$ cat config.mk
export PLATFORM = sky130hd
export DESIGN_NAME = prga_decrypt
export DESIGN_NICKNAME = d
export VERILOG_FILES = /design/src/rtl/prga_decrypt.sv
export SDC_FILE = /design/constraint.sdc
export NUM_CORES = 1
export LEC_CHECK = 0
export CAP_MARGIN = 20
export CORE_MARGIN = 3
export CORE_UTILIZATION = 60
export DETAILED_ROUTE_END_ITERATION = 6
export DONT_BUFFER_PORTS = 1
export PLACE_DENSITY = 0.84
export SYNTH_ARGS = -nofsm -noshare
export SYNTH_HDL_FRONTEND = slang
export SYNTH_SLANG_ARGS = --single-unit
$ cat constraint.sdc
create_clock -name clk -period 3.7 [get_ports clk]
set_clock_uncertainty 0.2 [all_clocks]
set_input_delay 0.925 -clock clk [delete_from_list [all_inputs] [get_ports clk]]
set_output_delay 0.925 -clock clk [all_outputs]
set_load 0.01 [all_outputs]
$ cat src/rtl/prga_decrypt.sv
// RC4 keystream generator and decryptor. Continues the S-box swaps started by
// the key schedule, XORs each keystream byte with the encrypted ROM and writes
// the plaintext to the decrypted RAM. It can optionally stop at the first
// byte that is neither a space nor a lowercase letter, so that a key-search
// controller can drop a wrong key early.
module prga_decrypt #(
  parameter int MSG_LEN     = 32,
  parameter int MSG_AW      = 5,
  parameter bit CHECK_ASCII = 1'b1
) (
  input  logic              clk,
  input  logic              reset,
  input  logic              start,
  output logic              busy,
  output logic              done,
  output logic              fail,
  output logic [7:0]        s_addr,
  output logic [7:0]        s_data,
  output logic              s_wren,
  input  logic [7:0]        s_q,
  output logic [MSG_AW-1:0] e_addr,
  input  logic [7:0]        e_q,
  output logic [MSG_AW-1:0] d_addr,
  output logic [7:0]        d_data,
  output logic              d_wren
);

  localparam logic [MSG_AW-1:0] LAST_K = MSG_AW'(MSG_LEN - 1);

  // Nine states per message byte plus three resting states.
  typedef enum logic [3:0] {
    IDLE,
    INC,
    RD_SI,
    LT_SI,
    RD_SJ,
    LT_SJ,
    WR_I,
    WR_J,
    RD_F,
    WR_OUT,
    DONE,
    FAIL
  } state_t;

  state_t            state;
  state_t            state_next;
  logic [7:0]        i;
  logic [7:0]        j;
  logic [7:0]        si;
  logic [7:0]        sj;
  logic [MSG_AW-1:0] k;
  logic [7:0]        plain;
  logic              plain_ok;

  // During WR_OUT, s_q holds S[si+sj] and e_q holds ROM[k], both addressed in RD_F.
  assign plain    = s_q ^ e_q;
  assign plain_ok = (plain == 8'h20) || ((plain >= 8'h61) && (plain <= 8'h7a));

  assign busy = !(state inside {IDLE, DONE, FAIL});
  assign done = (state == DONE);
  assign fail = (state == FAIL);

  // State register.
  // NOTE: every clocked register uses <= so all of them update from the same pre-edge values.
  always_ff @(posedge clk) begin
    if (reset) begin
      state <= IDLE;
    end else begin
      state <= state_next;
    end
  end

  // Next-state decode and memory port decode from the registered state.
  // NOTE: every output gets a default before the case, so no path can leave one unassigned and infer a latch.
  always_comb begin
    state_next = state;
    s_addr     = '0;
    s_data     = '0;
    s_wren     = 1'b0;
    e_addr     = '0;
    d_addr     = '0;
    d_data     = '0;
    d_wren     = 1'b0;
    case (state)
      IDLE, DONE, FAIL: begin
        if (start) begin
          state_next = INC;
        end
      end
      INC:   state_next = RD_SI;
      RD_SI: begin
        s_addr     = i;
        state_next = LT_SI;
      end
      LT_SI: state_next = RD_SJ;
      RD_SJ: begin
        s_addr     = j;
        state_next = LT_SJ;
      end
      LT_SJ: state_next = WR_I;
      WR_I: begin
        s_addr     = i;
        s_data     = sj;
        s_wren     = 1'b1;
        state_next = WR_J;
      end
      WR_J: begin
        s_addr     = j;
        s_data     = si;
        s_wren     = 1'b1;
        state_next = RD_F;
      end
      RD_F: begin
        s_addr     = si + sj;
        e_addr     = k;
        state_next = WR_OUT;
      end
      WR_OUT: begin
        d_addr = k;
        d_data = plain;
        d_wren = 1'b1;
        if (CHECK_ASCII && !plain_ok) begin
          state_next = FAIL;
        end else if (k == LAST_K) begin
          state_next = DONE;
        end else begin
          state_next = INC;
        end
      end
      default: state_next = IDLE;
    endcase
    // A reset landing on a write cycle must not let that write through.
    if (reset) begin
      s_wren = 1'b0;
      d_wren = 1'b0;
    end
  end

  // Index, swap-value and message-counter registers.
  always_ff @(posedge clk) begin
    if (reset) begin
      i  <= '0;
      j  <= '0;
      si <= '0;
      sj <= '0;
      k  <= '0;
    end else begin
      case (state)
        IDLE, DONE, FAIL: begin
          if (start) begin
            i <= '0;
            j <= '0;
            k <= '0;
          end
        end
        INC: i <= i + 8'd1;
        LT_SI: begin
          si <= s_q;
          j  <= j + s_q;
        end
        LT_SJ: sj <= s_q;
        WR_OUT: begin
          if (state_next == INC) begin
            k <= k + 1'b1;
          end
        end
        default: ;
      endcase
    end
  end

endmodule

==> flow_metrics.tcl, run 1 <==
set metrics [dict create \
    grt_pass1_wl_mm 11.30 \
    synth_edf_count 0 \
    wl_per_cell_um 17.16 \
    gr-total-overflow 0 \
    critPathBufInv 0 \
    critPathLaunchType "flop" \
    clock_latency_ps 300 \
    synth_area_per_cell_um2 7.865 \
    r2r_end "k[2]" \
    htree_levels 2 \
    via_count 2545 \
    slew_headroom_pct 36.65 \
    hold_end "si[6]" \
    crit_path_cell_trace "ha_1 > a21o_1 > a21oi_1 > o21bai_1 > a2111oi_0 > nor3_1 > xnor2_1 > o21ai_1" \
    viasPerCell 6.347 \
    post_route_cells_drive_above_1_share_pct 5.444 \
    area_growth_syn_to_layout_pct 5.814 \
    fin_crit_sh_pct 96.67 \
    fin_area_um2 2938 \
    swShare_pct 24.78 \
    critPathKind "flop to output pin" \
    power.density_nw_per_um2 350.3 \
    cts_buffer_depth 2 \
    netlist_area_um2 2776 \
    drc_errors 0 \
    die_h_um 74.03 \
    synth_warnings 0 \
    ir_drop_mv 0.2557 \
    hold_class "flop to flop" \
    synth-async-reset-ratio_pct 0 \
    die_w_um 74.03 \
    ys_ff_latch 41 \
    cp_max_fo 4 \
    synth_area_leader_cell "dfxtp_1" \
    numPortBuffers 0 \
    cts_hold_buf 0 \
    endpoint_kind "output pin" \
    cpPeakStageDelay_ps 440 \
    ys_top_cells_by_area "dfxtp_1 (30%), nor2_1 (7.8%), ha_1 (7.7%)" \
    clk_pin_slew_ps 80 \
    instances_no_fill 401 \
    synthCells 353 \
    worstReg2RegStart "state[3]" \
    grt_max_degree 43 \
    place.gp.congestion 0.8655 \
    setup_viol 0 \
    final_core_util_pct 66.55 \
    io_pins 58 \
    cpLargestDelayFamily "compound AO/OA/AOI/OAI gates" \
    grt_usage_pct 26.46 \
    fin_tns_setup_ps 0 \
    core.rowCount 24 \
    numCtsBuffers 5 \
    cts_setup_buffers 0 \
    max_slew.worst_pin.slew_ps 948.2 \
    clockRootBuffer "clkbuf_8" \
    synth_fp_nets 391 \
    clock_sink_count 41 \
    hpwl_mm 5.095 \
    status "completed" \
    cts_resized 0 \
    dieArea_um2 5480 \
    core-area_um2 4414 \
    layout.nets 386 \
    antenna_found_initial 0 \
    yosysTopAreaCellShare_pct 29.56 \
    rrSetupSlack_ps 1040 \
    hold_depth 2 \
    grt_pass1_vias 2317 \
    synthFlopType "dfxtp_1" \
    ant_nets 0 \
    drt_pre_antenna_iters 5 \
    drv_slew 0 \
    wl_mm 6.880 \
    synth.distinct_cells 46 \
    required_ps 2570 \
    cts_tree "built" \
    ys_seq_area_share_pct 29.56 \
    p_seq_share_pct 45.0 \
    worst-r2r-cell-count 6 \
    start_util_pct 62.90 \
    dp.cells 393 \
    min_period_ps 3577 \
    cap_violations 0 \
    fmax_ghz 0.2796 \
    power.switching_uw 255.0 \
    p_int_uw 774.0 \
    rsz0062_at_grt "no" \
    power.share.clock_pct 41.9 \
    worstHoldStart "si[6]" \
    yosysMostFrequentCell "nor2_1" \
    hold_viol_final 0 \
    ys_top_cells_by_count "nor2_1 (58), dfxtp_1 (41), nand2_1 (32), a21oi_1 (24), o21ai_0 (18)" \
    drtIter0Drc 281 \
    placed_area_um2 2804 \
    p_comb_share_pct 13.1 \
    crit_arrival_ps 2450 \
    cp_slowest_cell "a2111oi_0" \
    diodes 0 \
    p_leak_nw 1.150 \
    whs_ps 276.4 \
]
## metrics by stage
stage	total power, mW	worst slack (ps)
floorplan	0.5848	623.9
CTS	1.033	30.24
detailed placement	0.6049	370.9
global placement	0.6020	489.6
global route	1.068	26.78
finish	1.029	123.2
## cell type report
class / instances / area [um^2]
multi-input cells: 285 / 1854
fillers: 369 / 1476
flip-flops and latches: 41 / 820.8
clock buffers: 5 / 68.82
clock inverters: 3 / 65.06
well taps: 52 / 65.06
inverters: 13 / 48.80
repair buffers: 2 / 15.01
## cells in the final DEF (no fill, tap or decap), types with 5 or more instances in the layout
cell and n:
nor2_1 58, dfxtp_1 41, nand2_1 32, a21oi_1 24, o21ai_0 17, ha_1 17
mux2i_1 16, xnor2_1 15, inv_1 13, a22oi_1 13, xor2_1 9, and3_1 9
nand3_1 8, and2_1 7, nor3_1 5, clkbuf_8 5
## flip-flops by register name, indices dropped and copies added, names as in the netlist
register,count
i,8
k,5
j,8
sj,8
state,4
si,8
## logic make-up (layout without fill, tap and decap cells)
group | count (synthesis) | in the layout | synth area share (%)
adder cells (fa/ha/maj) | 19 | 19 | 9.103
multiplexers | 16 | 16 | 5.768
XOR/XNOR | 26 | 26 | 8.743
flip-flops | 41 | 41 | 29.56
buffers and inverters | 27 | 23 | 3.650
AO/OA/AOI/OAI | 82 | 82 | 19.38
AND/OR/NAND/NOR | 142 | 142 | 23.79
## routing by layer
metal	global-route usage [%]	share of wire [%]	wire length, um
met5	0	0	0
met4	9.457	3.0	205
met3	7.703	7.6	526
met2	43.70	49	3374
met1	32.81	40	2774
## power groups by stage
stage               clock network [mW]  registers (mW)  logic [mW]
CTS                              0.436           0.463       0.134
detailed placement                   0           0.473       0.132
finish                           0.431           0.463       0.135
global route                     0.453           0.465       0.150
global placement                     0           0.473       0.129
floorplan                            0           0.466       0.118
## worst max-delay path by stage
stage	from	endpoint	cells after the start
5_1_grt	si[1]	s_addr[7]	8
3_5_place_dp	si[1]	s_addr[7]	8
6_report	si[1]	s_addr[7]	8
3_3_place_gp	si[1]	s_addr[7]	8
2_1_floorplan	si[1]	s_addr[7]	8
4_1_cts	si[1]	s_addr[7]	8
## worst reg2reg max path, stage by stage (launching register included)
cell	delay, ps
dfxtp_1	540
inv_1	170
nor2_1	380
nand2_1	330
or3_1	460
or3b_1	390
a21oi_1	140
No activity file was read; power rests on OpenSTA's default activity.
==> run 2, diff against run 1 <==
Settings changed: REMOVE_ABC_BUFFERS set to 1.
==> flow_metrics.tcl, run 2 (synthesized netlist as in run 1, its figures left out) <==
set metrics [dict create \
    io_pins 58 \
    power.density_nw_per_um2 337.1 \
    hold_viol_final 0 \
    area_growth_syn_to_layout_pct 5.453 \
    status "completed" \
    dieArea_um2 5480 \
    critPathCapture "s_addr[7]" \
    die_h_um 74.03 \
    r2r_end "k[2]" \
    ir_drop_mv 0.2108 \
    worst-r2r-cell-count 6 \
    fin_tns_setup_ps 0 \
    ant_nets 0 \
    viasPerCell 6.291 \
    wl_per_cell_um 16.97 \
    clk_pin_slew_ps 80 \
    drv_slew 0 \
    cp_max_fo 4 \
    drtIter0Drc 159 \
    clockRootBuffer "clkbuf_8" \
    numCtsBuffers 5 \
    fin_crit_sh_pct 95.51 \
    cts_hold_buf 0 \
    fin_area_um2 2928 \
    placed_area_um2 2811 \
    post_route_cells_drive_above_1_share_pct 5.429 \
    rrSetupSlack_ps 910 \
    numPortBuffers 0 \
    critPathLaunchType "flop" \
    wl_mm 6.820 \
    grt_pass1_vias 2393 \
    clock_sink_count 41 \
    cts_setup_buffers 0 \
    setup_viol 0 \
    ff_latch_area_um2 820.8 \
    hpwl_mm 5.071 \
    most-common-layout-cells "nor2_1 (58), dfxtp_1 (41), nand2_1 (32)" \
    via_count 2529 \
    worstReg2RegStart "state[3]" \
    nFillCells 373 \
    drt_pre_antenna_iters 4 \
    grt_usage_pct 26.72 \
    endpoint_kind "output pin" \
    die_w_um 74.03 \
    crit_arrival_ps 2410 \
    fmax_ghz 0.2830 \
    gr-total-overflow 0 \
    required_ps 2570 \
    critPathKind "flop to output pin" \
    htree_levels 2 \
    grt_max_degree 43 \
    drc_errors 0 \
    grt_pass1_wl_mm 11.37 \
    layout_commonest_cell "nor2_1" \
    p_leak_nw 1.145 \
    core-area_um2 4414 \
    start_util_pct 62.90 \
    max_slew.worst_pin.slew_ps 957.2 \
    cts_buffer_depth 2 \
    place.gp.congestion 0.9250 \
    clock_latency_ps 310 \
    core.rowCount 24 \
    cap_violations 0 \
    layout.nets 387 \
    cp-startpoint "si[1]" \
    slew_headroom_pct 35.95 \
    diodes 0 \
    min_period_ps 3534 \
    cts_tree "built" \
    hold_class "flop to flop" \
    antenna_found_initial 0 \
    rsz0062_at_grt "no" \
    multi_input_area_um2 1854 \
]
-- run 2: cell count changes in the layout (fill, tap and decap cells not counted), sizes merged --
| cell | before | now |
|---|---|---|
| bufinv | 2 | 1 |
| buf | 2 | 3 |
| clkbuf | 5 | 7 |
| clkinv | 1 | 0 |
-- run 2: worst min-delay path by stage --
stage,start,endpoint,slack [ps],cells after the start
3_3_place_gp,si[0],si[0],260,2
5_1_grt,si[2],si[2],300,2
6_report,si[5],si[5],280,2
4_1_cts,si[4],si[4],280,2
2_1_floorplan,si[0],si[0],250,2
3_5_place_dp,si[5],si[5],270,2
-- run 2: layout make-up --
cell class,instances,share of cell area (%)
clock buffer,7,2.949
inverter,13,1.667
tap,52,2.222
sequential,41,28.03
clock inverter,1,1.026
timing repair buffer,3,0.7692
multi-input combinational,285,63.33
-- run 2: what timing repair did --
action                                  in CTS  in global routing
resized for setup                            0                  1
endpoints found under the setup margin       0                  1
hold endpoints to repair                     0                  0
-- run 2: metrics by stage --
step,cells,hold slack [ps],setup WS [ps],total power [mW],util [%]
after floorplan,339,247.2,623.9,0.5760,-
after global placement,394,255.0,485.2,0.6047,63.69
after detailed placement,394,268.7,401.5,0.6086,63.69
after CTS,402,278.9,59.14,0.9886,66.33
after global routing,402,299.8,17.35,1.030,66.33
final,402,276.5,166.2,0.9868,66.33
-- run 2: power breakdown --
part	internal [mW]	switching, mW	leakage (nW)	total, mW
Clock	0.220	0.166	0.0585	0.386
Sequential	0.450	0.0131	0.331	0.463
Combinational	0.0573	0.0804	0.756	0.138
Total	0.727	0.259	1.15	0.987
-- run 2: routing by layer --
| metal | routed length [um] | vias up | global-route usage (%) |
|---|---|---|---|
| met2 | 3238 | 95 | 44.00 |
| li1 | - | 1232 | - |
| met4 | 153 | 0 | 9.054 |
| met5 | 0 | - | 0 |
| met3 | 530 | 14 | 5.811 |
| met1 | 2899 | 1188 | 34.66 |
-- run 2: critical path: stages, from the launching register on --
cell and delay [ps]:
dfxtp_1 340, ha_1 300, a21o_1 190, a21oi_1 230, o21bai_1 110, a2111oi_0 410, nor3_1 130, xnor2_1 150
o21ai_1 250
